### config.mk
export PLATFORM = sky130hd
export DESIGN_NAME = psw_sequence_verifier
export DESIGN_NICKNAME = d
export VERILOG_FILES = /design/src/rtl/psw_pkg.sv /design/src/rtl/psw_edge_det.sv /design/src/rtl/psw_sequence_verifier.sv
export SDC_FILE = /design/constraint.sdc
export NUM_CORES = 1
export LEC_CHECK = 0
export ABC_CLOCK_PERIOD_IN_PS = 1700
export BUFFER_PORTS_ARGS = -buffer_cell sky130_fd_sc_hd__buf_2
export CAP_MARGIN = 20
export CORE_MARGIN = 2
export CORE_UTILIZATION = 44
export CTS_CLUSTER_DIAMETER = 100
export CTS_CLUSTER_SIZE = 24
export DETAILED_ROUTE_END_ITERATION = 6
export PLACE_DENSITY_LB_ADDON = 0.12
export SYNTH_ARGS = -nofsm -noshare
export SYNTH_HDL_FRONTEND = slang
export SYNTH_HIERARCHICAL = 1
export SYNTH_SLANG_ARGS = --single-unit
### constraint.sdc
create_clock -name clk -period 1.7 [get_ports clk]
set_input_delay 0.34 -clock clk [delete_from_list [all_inputs] [get_ports clk]]
set_output_delay 0.34 -clock clk [all_outputs]
set_load 0.02 [all_outputs]
### src/rtl/psw_pkg.sv
// Shared types and width helpers for the password sequence verifier.
package psw_pkg;

    typedef enum logic [2:0] {
        S_IDLE  = 3'd0,
        S_ENTER = 3'd1,
        S_CHECK = 3'd2,
        S_LOCK  = 3'd3,
        S_PASS  = 3'd4,
        S_DEAD  = 3'd5
    } state_t;

    // Index width never collapses to zero, even for a single-digit password.
    function automatic int idx_width(input int digits);
        return (digits > 1) ? $clog2(digits) : 1;
    endfunction

    function automatic int try_width(input int max_tries);
        return $clog2(max_tries + 1);
    endfunction

    localparam int DEF_DIGITS    = 4;
    localparam int DEF_MAX_TRIES = 3;
    localparam int DIGIT_IDX_W   = idx_width(DEF_DIGITS);
    localparam int TRY_W         = try_width(DEF_MAX_TRIES);

endpackage

### src/rtl/psw_edge_det.sv
// Single-flop rising-edge detector; a held level produces exactly one pulse.
module psw_edge_det (
    input  logic clk,
    input  logic rst,
    input  logic din,
    output logic rise
);

    logic prev;

    always_ff @(posedge clk or negedge rst) begin
        if (!rst) prev <= 1'b0;
        else      prev <= din;
    end

    assign rise = din & ~prev;

endmodule

### src/rtl/psw_sequence_verifier.sv
// Multi-digit password entry and check with limited tries, lockout and timer penalty.
module psw_sequence_verifier
    import psw_pkg::*;
#(
    parameter int SW_W      = 7,
    parameter int DIGITS    = 4,
    parameter int MAX_TRIES = 3,
    parameter int LOCK_CYC  = 8
) (
    input  logic                               clk,
    input  logic                               rst,
    input  logic                               start_input,
    input  logic [SW_W-1:0]                    sw,
    input  logic [DIGITS*SW_W-1:0]             psw,
    input  logic                               btn_confirm,
    input  logic                               btn_clear,
    output logic [SW_W-1:0]                    ld,
    output logic [idx_width(DIGITS)-1:0]       digit_idx,
    output logic [try_width(MAX_TRIES)-1:0]    tries_left,
    output logic                               locked,
    output logic                               penalty,
    output logic                               success,
    output logic                               boom,
    output state_t                             dbg_state
);

    localparam int IW = idx_width(DIGITS);
    localparam int TW = try_width(MAX_TRIES);
    localparam int LW = (LOCK_CYC > 1) ? $clog2(LOCK_CYC) : 1;

    localparam logic [IW-1:0] LAST_IDX   = IW'(DIGITS - 1);
    localparam logic [TW-1:0] TRIES_INIT = TW'(MAX_TRIES);
    localparam logic [TW-1:0] TRIES_ONE  = TW'(1);
    localparam logic [LW-1:0] LOCK_LAST  = LW'((LOCK_CYC > 0) ? LOCK_CYC - 1 : 0);

    state_t          state, state_nx;
    logic [IW-1:0]   idx_nx;
    logic [TW-1:0]   tries_nx;
    logic [LW-1:0]   lock_cnt, lcnt_nx;
    logic [SW_W-1:0] ld_nx;
    logic [SW_W-1:0] cur_digit;
    logic            mism, mism_nx;
    logic            succ_nx, boom_nx;
    logic            confirm_rise, clear_rise;

    psw_edge_det u_confirm_edge (
        .clk  (clk),
        .rst  (rst),
        .din  (btn_confirm),
        .rise (confirm_rise)
    );

    psw_edge_det u_clear_edge (
        .clk  (clk),
        .rst  (rst),
        .din  (btn_clear),
        .rise (clear_rise)
    );

    // Expected digit for the current position; out-of-range index reads as zero.
    always_comb begin
        cur_digit = '0;
        for (int k = 0; k < DIGITS; k++) begin
            if (digit_idx == IW'(k)) cur_digit = psw[k*SW_W +: SW_W];
        end
    end

    always_ff @(posedge clk or negedge rst) begin
        if (!rst) begin
            state      <= S_IDLE;
            ld         <= '0;
            digit_idx  <= '0;
            tries_left <= TRIES_INIT;
            lock_cnt   <= '0;
            mism       <= 1'b0;
            success    <= 1'b0;
            boom       <= 1'b0;
        end else begin
            state      <= state_nx;
            ld         <= ld_nx;
            digit_idx  <= idx_nx;
            tries_left <= tries_nx;
            lock_cnt   <= lcnt_nx;
            mism       <= mism_nx;
            success    <= succ_nx;
            boom       <= boom_nx;
        end
    end

    always_comb begin
        state_nx = state;
        ld_nx    = ld;
        idx_nx   = digit_idx;
        tries_nx = tries_left;
        lcnt_nx  = lock_cnt;
        mism_nx  = mism;
        succ_nx  = success;
        boom_nx  = boom;
        penalty  = 1'b0;

        case (state)
            S_IDLE: begin
                if (start_input) state_nx = S_ENTER;
            end

            S_ENTER: begin
                ld_nx = sw;
                // Dropping start outranks both buttons; clear outranks confirm.
                if (!start_input) begin
                    state_nx = S_IDLE;
                    idx_nx   = '0;
                    mism_nx  = 1'b0;
                end else if (clear_rise) begin
                    idx_nx  = '0;
                    mism_nx = 1'b0;
                end else if (confirm_rise) begin
                    mism_nx = mism | (sw != cur_digit);
                    if (digit_idx == LAST_IDX) state_nx = S_CHECK;
                    else                       idx_nx   = digit_idx + 1'b1;
                end
            end

            S_CHECK: begin
                if (!mism) begin
                    state_nx = S_PASS;
                    succ_nx  = 1'b1;
                end else begin
                    if (tries_left != '0) tries_nx = tries_left - 1'b1;
                    if (tries_left <= TRIES_ONE) begin
                        state_nx = S_DEAD;
                        boom_nx  = 1'b1;
                    end else begin
                        penalty  = 1'b1;
                        idx_nx   = '0;
                        mism_nx  = 1'b0;
                        lcnt_nx  = '0;
                        state_nx = (LOCK_CYC == 0) ? S_ENTER : S_LOCK;
                    end
                end
            end

            S_LOCK: begin
                if (!start_input) begin
                    state_nx = S_IDLE;
                    idx_nx   = '0;
                    mism_nx  = 1'b0;
                end else if (lock_cnt == LOCK_LAST) begin
                    state_nx = S_ENTER;
                end else begin
                    lcnt_nx = lock_cnt + 1'b1;
                end
            end

            S_PASS, S_DEAD: begin
            end

            default: state_nx = S_IDLE;
        endcase
    end

    assign locked    = (state == S_LOCK);
    assign dbg_state = state;

endmodule
==> summary by stage, run 1 <==
Placed design
Summed over all nets, the half-perimeter wirelength after detailed placement is 3080 µm. In this run, placement finished with an instance count of 259. The count of buffers added on input and output ports is 57.

At the end of routability-driven placement, the weighted congestion stood at 0.823. The area of placed instances is 0.00196 mm².

Finish
Excluding fillers, the count of instances in the completed layout stands at 271. Counting the fill cells in the layout gives 236. 0 antenna diodes ended up in the layout. The ratio of cells with drive above 1 in the final layout is 58.1%. The final layout contains 276 nets. The design area is 0.00218 mm². The layout overhead on the synthesized area is 48.3%.

The post-layout utilization of the core is 69.7%.

Routing
Dividing the detail-routed wire length by the instance count gives 14.4 µm. The count of nets left with antenna violations after detail routing is 0. The via count is 1456. The detail-routed via count per cell is 5.37.

The final routed DRC violation total is 0. The detailed router's first-iteration violation count is 59. The final wirelength is 3910 µm. The first-pass iteration count of the detailed router is 4.

Synth
By area the synthesized netlist is led by sky130_fd_sc_hd__dfrtp_1 34%, sky130_fd_sc_hd__ha_1 6.8%, sky130_fd_sc_hd__mux2_2 6.1%. After synthesis the cells add up to 0.00147 mm². Sequential cells were found to cover 37.6% of the synthesized design area. Counting distinct cell types in the post-synthesis netlist gives 43. The library cell with the largest summed area after synthesis is sky130_fd_sc_hd__dfrtp_1. In the synthesized netlist, the cells that appear most often are 20 x sky130_fd_sc_hd__dfrtp_1, 9 x sky130_fd_sc_hd__inv_1, 9 x sky130_fd_sc_hd__nor2_1, 8 x sky130_fd_sc_hd__ha_1, 8 x sky130_fd_sc_hd__mux2_2. For this run, asynchronously set or reset flops after synthesis account for 100%.

Yosys printed 6 warnings. The share of the synthesized area in the top cell type is 34.0%. Synthesis inferred 22 register bits. Counting every net in the synthesized netlist gives 191. The mean instance size in the synthesized netlist is 10.3 µm². After technology mapping, the gate count stands at 143. The most frequent cell after synthesis is sky130_fd_sc_hd__dfrtp_1. The leading register cell type out of synthesis is sky130_fd_sc_hd__dfrtp_1.

The synthesized design contains 0 enable-type register cells.

Worst setup path
The worst setup path is launched from a register. The critical path capture point type is an output port. The highest fanout seen on the critical path is 3. The arrival time of the worst setup path is 1.63 ns. The critical path is of the reg -> out type.

The required time of the critical path is 1.36 ns.

Global routing
The number of antenna violations at the first check in global routing is 0. Global routing consumed, over all layers together, 21.0% of the routing resources. Entering global routing, the biggest net connects 23 pins. The total overflow reported by the global router is 0. The via count of the first global-routing pass came to 1331. The first global-routing pass estimated 5950 µm of wire.

STA
The final critical delay including setup and external delays is 1.97 ns. The final critical path takes up 116% of the cycle. Setup violations remaining at the end of the flow were counted as 2. Between clock sinks in the finished design, the worst skew comes to 0.00282 ns. The hold slack is 0.144 ns.

Setup slack on the critical path of the routed design comes to -0.266 ns. Setup repair after global routing could not meet its margin everywhere. At the pin with the least slew margin, the transition time is 0.487 ns. The total count of hold-check failures in the final report is 0. The worst pin sits at a relative slew slack of 67.6%. The total negative slack is -0.445 ns. The highest achievable clock rate is 509 MHz. The number of slew-limit violations in the final report was 0.

Run status
The checks that failed: setup timing. The flow ran to the end, but the final reports show violations.

Floorplanning
The core region area is 0.00313 mm². From bottom edge to top edge, the die measures 61.8 µm. The area enclosed by the die boundary is 0.00382 mm².

The floorplan die width is 61.8 µm. The row count is 20. The initial utilization of the core area, before any placement, comes to 47.0%.

Pin placement for this block handled 58 I/O pins.

Pwr
The switching power share of the total is 41.6%. The share of total power in the clock network is 8.8%. The static power due to leakage is 1.00 nW. The switching power total is 1.38 mW. In this run the power density over the cells is 1520 mW/mm². The internal power of the cells totals 1.93 mW. The worst-case IR drop observed on VDD is 0.000720 V. The power share of the sequential group is 26.9%.

Per report_power, the combinational group accounts for 64.3% of the total.

Clock tree
After clock tree synthesis, the clock-pin slew on the worst setup and hold paths is 0.12 ns. The clock tree from TritonCTS is yes. At the later pin of the worst-skew pair, clock insertion delay measures 0.31 ns. Buffers inserted during clock tree synthesis total 3. The clock sink count is 22. No sink is reached through more buffers than the 2 on the longest clock path. The clock root buffer is sky130_fd_sc_hd__clkbuf_4. CTS built an H-tree with a depth of 1.

Hold path
The classification of the worst-slack hold path is in -> reg.

Flow run
The number of max-cap violations is 0.
==> stage by stage <==
step	setup WS, ns	total power [mW]
2_1_floorplan	-0.124	2.11
3_3_place_gp	-0.179	2.62
3_5_place_dp	-0.246	2.69
4_1_cts	-0.280	3.06
5_1_grt	-0.332	3.55
6_report	-0.266	3.31
==> cells by family after synthesis <==
| group | after synthesis | synth area share (%) |
|---|---|---|
| AND/OR/NAND/NOR | 47 | 21.4 |
| AO/OA/AOI/OAI | 39 | 20.6 |
| buffers and inverters | 15 | 4.85 |
| multiplexers | 10 | 7.49 |
| flip-flops | 22 | 37.6 |
| XOR/XNOR | 2 | 1.19 |
| adder cells (fa/ha/maj) | 8 | 6.81 |
==> final timing paths <==
| kind | cells after the start | to | startpoint | slack (ns) |
|---|---|---|---|---|
| worst max-delay path | 5 | penalty | tries_left[1] | -0.27 |
| worst min-delay path | 1 | u_confirm_edge/prev | btn_confirm | 0.14 |
| worst max register to register | 7 | mism | digit_idx[0] | -0.18 |
| worst min register to register | 1 | boom | boom | 0.49 |
| max in group asynchronous | 2 | dbg_state[2] | rst | 0.84 |
| min in group asynchronous | 2 | lock_cnt[1] | rst | 0.50 |
==> flip-flops by register name, indices dropped and copies added (netlist names) <==
signal,count
ld,7
u_clear_edge/prev,1
success,1
lock_cnt,3
digit_idx,2
mism,1
u_confirm_edge/prev,1
tries_left,2
dbg_state,3
boom,1
==> critical path, cell delays in order (launching register included) <==
cell and delay, ns:
sky130_fd_sc_hd__dfstp_2 0.56, sky130_fd_sc_hd__inv_2 0.05, sky130_fd_sc_hd__ha_4 0.15, sky130_fd_sc_hd__nand2b_4 0.15, sky130_fd_sc_hd__nor4_4 0.21, sky130_fd_sc_hd__buf_4 0.20
==> per-layer routing <==
metal / vias to the layer above / GRT usage, % / wire length, µm / part of all wire (%)
li1: 714 / - / - / -
met1: 682 / 26.3 / 1710 / 44
met2: 53 / 37.3 / 1970 / 50
met3: 7 / 2.69 / 182 / 4.7
met4: 0 / 6.99 / 50 / 1.3
met5: - / 0 / 0 / 0
==> area by class of cell <==
class                           count  area, µm²  share of cell area (%)
Multi-Input combinational cell    106        968                    44.4
Sequential cell                    22        557                    25.5
Timing Repair Buffer               86        524                    24.1
Tap cell                           44       55.1                    2.53
Inverter                            9       38.8                    1.78
Clock buffer                        4       36.3                    1.66
==> power groups by stage <==
stage                     combinational, mW  clock, mW  sequential, mW
after CTS                              1.89      0.300           0.873
after floorplan                        1.06          0            1.05
after global routing                   2.30      0.325           0.916
after detailed placement               1.80          0           0.896
final                                  2.13      0.291           0.893
after global placement                 1.75          0           0.880
==> cells in the final DEF (no fill, tap or decap), drive strengths merged <==
cell type	instances
nor2	9
clkbuf	4
and2b	1
nand2b	2
a31oi	2
dfrtp	20
inv	9
a41o	1
a211oi	1
or2	2
a311o	1
a41oi	1
a221oi	7
o21a	4
o21bai	2
nor4b	1
o22ai	6
xnor2	1
dlygate4sd3	1
nor3b	3
nand3b	2
o21ai	3
o31a	2
nor2b	4
mux2i	2
nor3	9
ha	8
a22o	2
xor2	1
nand2	7
a21oi	7
mux2	8
buf	85
dfstp	2
nand4b	2
nor4	5
==> what timing repair did <==
action,in CTS,in global routing
endpoints found under the setup margin,5,7
resized for setup,8,14
setup buffers,3,4
hold endpoints to repair,20,0
pin swaps,2,9
hold buffers,1,0
Power figures use the tool's default switching activity.
==> run 2: changes to the inputs <==
--- a/config.mk
+++ b/config.mk
@@ -8,8 +8,10 @@
 export ABC_CLOCK_PERIOD_IN_PS = 1700
 export BUFFER_PORTS_ARGS = -buffer_cell sky130_fd_sc_hd__buf_2
 export CAP_MARGIN = 20
+export CELL_PAD_IN_SITES_DETAIL_PLACEMENT = 1
+export CELL_PAD_IN_SITES_GLOBAL_PLACEMENT = 2
 export CORE_MARGIN = 2
-export CORE_UTILIZATION = 44
+export CORE_UTILIZATION = 26
 export CTS_CLUSTER_DIAMETER = 100
 export CTS_CLUSTER_SIZE = 24
 export DETAILED_ROUTE_END_ITERATION = 6
==> run 2 against run 1 <==
Compared with the run above:
- the flow still finishes with violations (setup timing)
- global-route usage shrank 6.1 points
- sequential power about the same
- via count down 0.27%
- die area is 64% higher
- flip-flop and latch count is the same
- sequential share of layout area rose by 0.36 points
- setup slack improved by 0.069 ns
- final area down 1.4%
- combinational power down 9.9%
- hold slack got worse by 0.10 ns
- critical endpoint is now mism
- largest power group unchanged
- highest routed layer unchanged
==> summary by stage, run 2 (synthesis gave the netlist of run 1 again) <==
Run status
The flow ran to the end, but the final reports show violations. The final reports fail on setup timing.

Worst setup path
The startpoint type of the worst setup path is a register. The required time of the critical path is 1.83 ns (+0.47 ns). The critical path capture point type is a register. The highest fanout seen on the critical path was 6 (+3). The arrival time of the worst setup path came to 2.03 ns (+0.40 ns). The path type of the worst setup path is reg -> reg. The worst-case register-to-register setup slack was -0.20 ns (-0.02 ns).

Floorplanning
The effective utilization at floorplan came to 26.9% (-20 points). The floorplan die width was 79.2 µm (+28%). The row count is 27 (+35%).

The number of ports placed on the die boundary came to 58 (unchanged). The core region area is 0.00547 mm² (+75%). The die boundary height was 79.2 µm (+28%). The area enclosed by the die boundary was 0.00627 mm² (+64%).

Finish
The number of nets in the finished design is 274 (-0.72%). The ratio of cells with drive above 1 in the final layout is 56.4% (-1.7 points). The antenna diode count is 0 (unchanged). The register with the most flip-flops in the final layout is ld. Leaving out fill and tap cells, the most frequent cells in the layout are 56 x sky130_fd_sc_hd__buf_2, 27 x sky130_fd_sc_hd__buf_4, 17 x sky130_fd_sc_hd__dfrtp_1. The number of flip-flops under the largest register name is 7 (unchanged).

The most common library cell in the layout ignoring fill and taps is sky130_fd_sc_hd__buf_2. The layout overhead on the synthesized area is 46.2%. The filler cell count in the final layout is 642 (+170%).

Clock tree
The clock sink count is 22 (unchanged). The deepest clock path buffer count is 2 (unchanged). The clock edge transition at the registers on the reported setup and hold paths is 0.09 ns (-0.03 ns). The tree is rooted in a sky130_fd_sc_hd__clkbuf_8. The total number of H-tree levels was 1 (unchanged). TritonCTS built the clock tree. The total clock buffers created by CTS was 3 (unchanged).

The clock latency reported for the late side of the worst-skew pair is 0.26 ns (-0.05 ns).

Pwr
The final total power is 3.16 mW (-4.5%). The static power due to leakage is 0.981 nW (-2.0%). The peak supply drop is 0.000617 V (-14%). The power density of the placed cells is 1470 mW/mm² (-3.2%).

Global routing
The pin count of the biggest net entering global routing is 23 (unchanged). The met1 layer usage reported by global route is 20.0% (-6.3 points). The total routing usage reported by global routing is 14.9% (-6.1 points). The global routing stage identified its most utilized layer as met2. The met3 global-route usage is 2.39% (-0.31 points).

The via count of the first global-routing pass came to 1551 (+17%). The number of antenna violations at the first check in global routing was 0 (unchanged). The total overflow reported by the global router is 0 (unchanged). The met2 demand-to-capacity share in global routing came to 25.2% (-12 points). The first-pass GRT wire length is 7470 µm (+25%).

STA
The number of setup violations in the final report came to 5 (+3). The highest achievable clock rate is 527 MHz (+3.7%). Setup repair after global routing could not meet its margin everywhere. The final critical delay including setup and external delays is 1.90 ns (-0.0694 ns). The total count of hold-check failures in the final report came to 0 (unchanged). The relative slew slack is 65.0% (-2.6 points).

The number of slew-limit violations in the final report came to 0 (unchanged). The part of the cycle the worst path needs is 112% (-4.1 points). The maximum clock skew at final layout is 0.00288 ns (+0.0000576 ns).

The hold slack is 0.0430 ns (-0.101 ns). The final worst setup slack is -0.197 ns (+0.0694 ns). The transition time of the tightest slew-check pin is 0.525 ns (+0.0385 ns).

Routing
The routed wirelength normalized by instance count is 15.2 µm (+5.3%). The final wirelength is 4520 µm (+15%). The detail-routed via count per cell is 4.89 (-9.0%). The detailed router's first-iteration violation count is 19 (-68%). The final routed DRC violation total is 0 (unchanged). The via count is 1452 (-0.27%).

The first-pass iteration count of the detailed router came to 4 (unchanged). The count of nets left with antenna violations after detail routing was 0 (unchanged).

Flow run
The number of max-cap violations is 0 (unchanged).

Placed design
The worst slack at placement is -0.350 ns (-0.104 ns). The final RePlAce weighted congestion is 0.810 (-1.5%). The detailed placement HPWL is 3650 µm (+18%).

The number of buffer cells added on primary ports came to 57 (unchanged).

Hold path
The classification of the worst-slack hold path is in -> async.
-- run 2: changes by cell type in the layout (fill, tap and decap cells not counted), sizes merged --
cell,previous run,this run
inv,9,8
dlygate4sd3,1,0
buf,85,84
clkinvlp,0,1
-- run 2: power breakdown --
group	switching, mW	internal, mW	leakage (nW)
Combinational	0.998	0.922	0.699
Clock	0.184	0.167	0.0228
Sequential	0.167	0.726	0.259
-- run 2: layout make-up --
| class | instances | area, µm² | share of cell area, % |
|---|---|---|---|
| multi-input cells | 106 | 917 | 42.7 |
| flip-flops and latches | 22 | 557 | 25.9 |
| repair buffers | 84 | 503 | 23.4 |
| well taps | 72 | 90.1 | 4.19 |
| clock buffers | 4 | 45.0 | 2.10 |
| inverters | 9 | 37.5 | 1.75 |
-- run 2: final timing paths --
| kind | from | to | cells after the start |
|---|---|---|---|
| worst min-delay path | rst | ld[2] | 1 |
| min in group clk | btn_clear | u_clear_edge/prev | 1 |
| worst min register to register | success | success | 1 |
| max in group asynchronous | rst | digit_idx[1] | 1 |
| worst max register to register | digit_idx[0] | mism | 7 |
| worst max-delay path | digit_idx[0] | mism | 7 |
-- run 2: critical path, cell delays in order, from the launching register on --
cell	delay, ns
sky130_fd_sc_hd__dfrtp_2	0.44
sky130_fd_sc_hd__inv_2	0.08
sky130_fd_sc_hd__ha_2	0.19
sky130_fd_sc_hd__nor2b_4	0.27
sky130_fd_sc_hd__a221oi_2	0.10
sky130_fd_sc_hd__o31a_1	0.26
sky130_fd_sc_hd__nor4_2	0.28
sky130_fd_sc_hd__a41oi_1	0.15
-- run 2: timing repair --
item	4_1_cts	5_1_grt
endpoints found under the setup margin	7	10
pin swaps	1	0
hold buffers	0	0
gates resized for setup	10	3
buffers inserted	3	0
-- run 2: per-stage QoR --
step / std cells / cell area [µm²] / TNS, ns / utilization (%)
CTS: 297 / 2130 / -0.598 / 39.0
global route: 297 / 2150 / -1.43 / 39.3
floorplan: 143 / 1500 / -0.352 / -
finish: 297 / 2150 / -0.480 / 39.3
detailed placement: 290 / 2030 / -0.514 / 37.1
global placement: 290 / 2030 / -0.395 / 37.1
-- run 2: per-layer routing --
layer  part of all wire [%]  wire length, µm
met5                      0                0
met1                     45             2040
met2                     51             2290
met3                    3.8              173
met4                   0.33               15
==> run 3: changes to the inputs <==
--- a/config.mk
+++ b/config.mk
@@ -5,17 +5,18 @@
 export SDC_FILE = /design/constraint.sdc
 export NUM_CORES = 1
 export LEC_CHECK = 0
-export ABC_CLOCK_PERIOD_IN_PS = 1700
+export ABC_CLOCK_PERIOD_IN_PS = 2300
 export BUFFER_PORTS_ARGS = -buffer_cell sky130_fd_sc_hd__buf_2
 export CAP_MARGIN = 20
 export CELL_PAD_IN_SITES_DETAIL_PLACEMENT = 1
 export CELL_PAD_IN_SITES_GLOBAL_PLACEMENT = 2
 export CORE_MARGIN = 2
-export CORE_UTILIZATION = 26
+export CORE_UTILIZATION = 31
 export CTS_CLUSTER_DIAMETER = 100
 export CTS_CLUSTER_SIZE = 24
 export DETAILED_ROUTE_END_ITERATION = 6
 export PLACE_DENSITY_LB_ADDON = 0.12
+export REMOVE_ABC_BUFFERS = 1
 export SYNTH_ARGS = -nofsm -noshare
 export SYNTH_HDL_FRONTEND = slang
 export SYNTH_HIERARCHICAL = 1
==> constraint.sdc (replaced) <==
create_clock -name clk -period 2.3 [get_ports clk]
set_input_delay 0.46 -clock clk [delete_from_list [all_inputs] [get_ports clk]]
set_output_delay 0.46 -clock clk [all_outputs]
set_load 0.02 [all_outputs]
==> run 3 against run 2 <==
Compared with the run above:
- the flow now finishes without violations
- core utilization up 0.94 points
- register-to-register slack improved by 0.41 ns
- critical endpoint is now penalty
- wire length down 6.7%
- non-clock buffer count is 24 lower
- largest cell class unchanged
- critical path type is now reg -> out
- global-route usage increased by 1.7 points
- critical path depth fell by 2
- largest power group unchanged
==> summary by stage, run 3 (synthesis gave the netlist of run 1 again) <==
Run status
The flow ran to the end, and the final reports show no timing, DRC or antenna violations.

Finish
The ratio of cells with drive above 1 in the final layout came to 43.3% (-13 points). The antenna diode count came to 0 (unchanged). The number of flip-flops under the largest register name is 7 (unchanged). In the layout the commonest cells are 56 x sky130_fd_sc_hd__buf_2, 20 x sky130_fd_sc_hd__dfrtp_1, 9 x sky130_fd_sc_hd__inv_1, 9 x sky130_fd_sc_hd__nor2_1. The most common library cell in the layout ignoring fill and taps is sky130_fd_sc_hd__buf_2. The number of nets in the finished design is 250 (-8.8%). The design area is 0.00187 mm² (-13%). The top register by number of flip-flops is ld. The area growth from synthesis to layout is 27.5%.

Worst setup path
The delay of the slowest cell on the worst path is 0.57 ns (+0.13 ns). The critical path capture point type is an output port. The highest fanout seen on the critical path came to 5 (-1). The most critical setup path has its startpoint at tries_left[1]. The startpoint type of the worst setup path is a register. The arrival time of the worst setup path was 1.67 ns (-0.36 ns). The critical path goes through inv_1, ha_1, nand2b_1, nor4_4, buf_4. The path type of the worst setup path is reg -> out. The slowest cell on the critical path is sky130_fd_sc_hd__dfstp_2. The required time of the critical path was 1.84 ns (about the same). The launch instance of the worst register-to-register path is digit_idx[1].

Pwr
The final total power is 2.16 mW (-32%). The static power due to leakage is 0.863 nW (-12%). The power density of the placed cells is 1150 mW/mm² (-22%). The peak supply drop is 0.000410 V (-33%).

Clock tree
The post-CTS setup repair buffer count is 0 (-3). The clock sink count is 22 (unchanged). The total number of H-tree levels is 1 (unchanged). The total clock buffers created by CTS was 3 (unchanged).

The clock tree from TritonCTS is yes. The clock edge transition at the registers on the reported setup and hold paths is 0.08 ns (about the same). The clock latency reported for the late side of the worst-skew pair is 0.27 ns (about the same). The clock root buffer is sky130_fd_sc_hd__clkbuf_8.

The deepest clock path buffer count came to 2 (unchanged). The cts-stage hold buffer count is 0 (unchanged).

Global routing
The first-pass GRT wire length is 6840 µm (-8.3%). The pin count of the biggest net entering global routing was 23 (unchanged). The via count of the first global-routing pass is 1439 (-7.2%).

The number of antenna violations at the first check in global routing came to 0 (unchanged). The total overflow reported by the global router is 0 (unchanged). The total routing usage reported by global routing is 16.7% (+1.7 points).

STA
Setup repair after global routing left no endpoint under its margin. The total negative slack is 0 ns (+0.480 ns). The maximum clock skew at final layout is 0.00190 ns (-0.000974 ns). The number of slew-limit violations in the final report is 0 (unchanged).

The final worst setup slack is 0.169 ns (+0.366 ns). The highest achievable clock rate is 469 MHz. The final critical delay including setup and external delays is 2.13 ns. The total count of hold-check failures in the final report is 0 (unchanged).

The relative slew slack is 61.2% (-3.8 points). The transition time of the tightest slew-check pin was 0.577 ns (+0.0517 ns). The number of setup violations in the final report is 0 (-5). Dividing the final minimum period by the clock period gives 92.6%.

Routing
The first-pass iteration count of the detailed router is 4 (unchanged). The final routed DRC violation total came to 0 (unchanged). The routed wirelength normalized by instance count was 16.5 µm (+8.6%).

The detailed router's first-iteration violation count is 38 (+19). The count of nets left with antenna violations after detail routing was 0 (unchanged). The via count came to 1338 (-7.9%).

The detail-routed via count per cell is 5.25 (+7.3%). The final wirelength came to 4210 µm (-6.7%).

Floorplanning
The area enclosed by the die boundary was 0.00531 mm² (-15%). The row count is 25 (-7.4%). The floorplan die width is 72.9 µm (-8.0%). The die boundary height is 72.9 µm (-8.0%). The effective utilization at floorplan is 31.5% (+4.7 points).

The number of ports placed on the die boundary is 58 (unchanged). The core region area is 0.00466 mm² (-15%).

Placed design
The number of buffer cells added on primary ports is 57 (unchanged). The area of placed instances was 0.00181 mm² (-11%). The worst slack at placement is 0.216 ns (+0.566 ns). The final RePlAce weighted congestion is 0.741 (-8.6%).

The detailed placement HPWL was 3410 µm (-6.6%).

Hold path
The classification of the worst-slack hold path is in -> async.

Flow run
The number of max-cap violations is 0 (unchanged).
run 3: cell types whose count changed in the layout (fill, tap and decap cells not counted), sizes merged:
cell      delta
buf         -24
clkinvlp     -1
inv          +1
run 3: per-stage QoR:
| step | std cells | util (%) | hold WS, ns |
|---|---|---|---|
| final | 255 | 40.2 | 0.159 |
| after CTS | 255 | 40.0 | 0.170 |
| after global routing | 255 | 40.2 | 0.191 |
| after global placement | 251 | 38.8 | 0.447 |
| after floorplan | 137 | - | 0.164 |
| after detailed placement | 251 | 38.8 | 0.458 |
run 3: repair_timing:
action / CTS / global route
hold endpoints to repair: 0 / 0
gates resized for setup: 0 / 2
setup endpoints to repair: 0 / 1
run 3: worst paths after layout:
kind,to,slack (ns),cells past startpoint
max reg2reg,mism,0.21,7
max in group asynchronous,tries_left[0],1.78,1
max,penalty,0.17,5
min reg2reg,boom,0.47,1
min in group clk,u_clear_edge/prev,0.31,1
min,u_clear_edge/prev,0.16,1
run 3: worst max-delay path: cells and delay by family (launching register included):
kind	cells	cell delay, ns
flops	1	0.57
fa+ha+maj	1	0.18
simple gates	2	0.39
buf+inv	2	0.25
run 3: layout make-up:
| class | instances | area, µm² |
|---|---|---|
| Sequential cell | 22 | 553 |
| Tap cell | 54 | 67.6 |
| Clock buffer | 4 | 55.1 |
| Multi-Input combinational cell | 106 | 855 |
| Inverter | 9 | 33.8 |
| Fill cell | 544 | 2790 |
| Timing Repair Buffer | 60 | 310 |
run 3: where the power goes:
| part | internal [mW] | switching (mW) | leakage (nW) |
|---|---|---|---|
| combinational | 0.523 | 0.693 | 0.572 |
| clock | 0.153 | 0.138 | 0.0288 |
| sequential | 0.532 | 0.120 | 0.263 |
| total | 1.21 | 0.951 | 0.863 |
run 3: per-layer routing:
layer | vias to the layer above | track usage (%) | share of wire [%]
met5 | - | 0 | 0
met4 | 0 | 5.97 | 1.3
met3 | 5 | 2.49 | 3.3
met2 | 24 | 28.4 | 50
met1 | 656 | 21.4 | 45
li1 | 653 | - | -
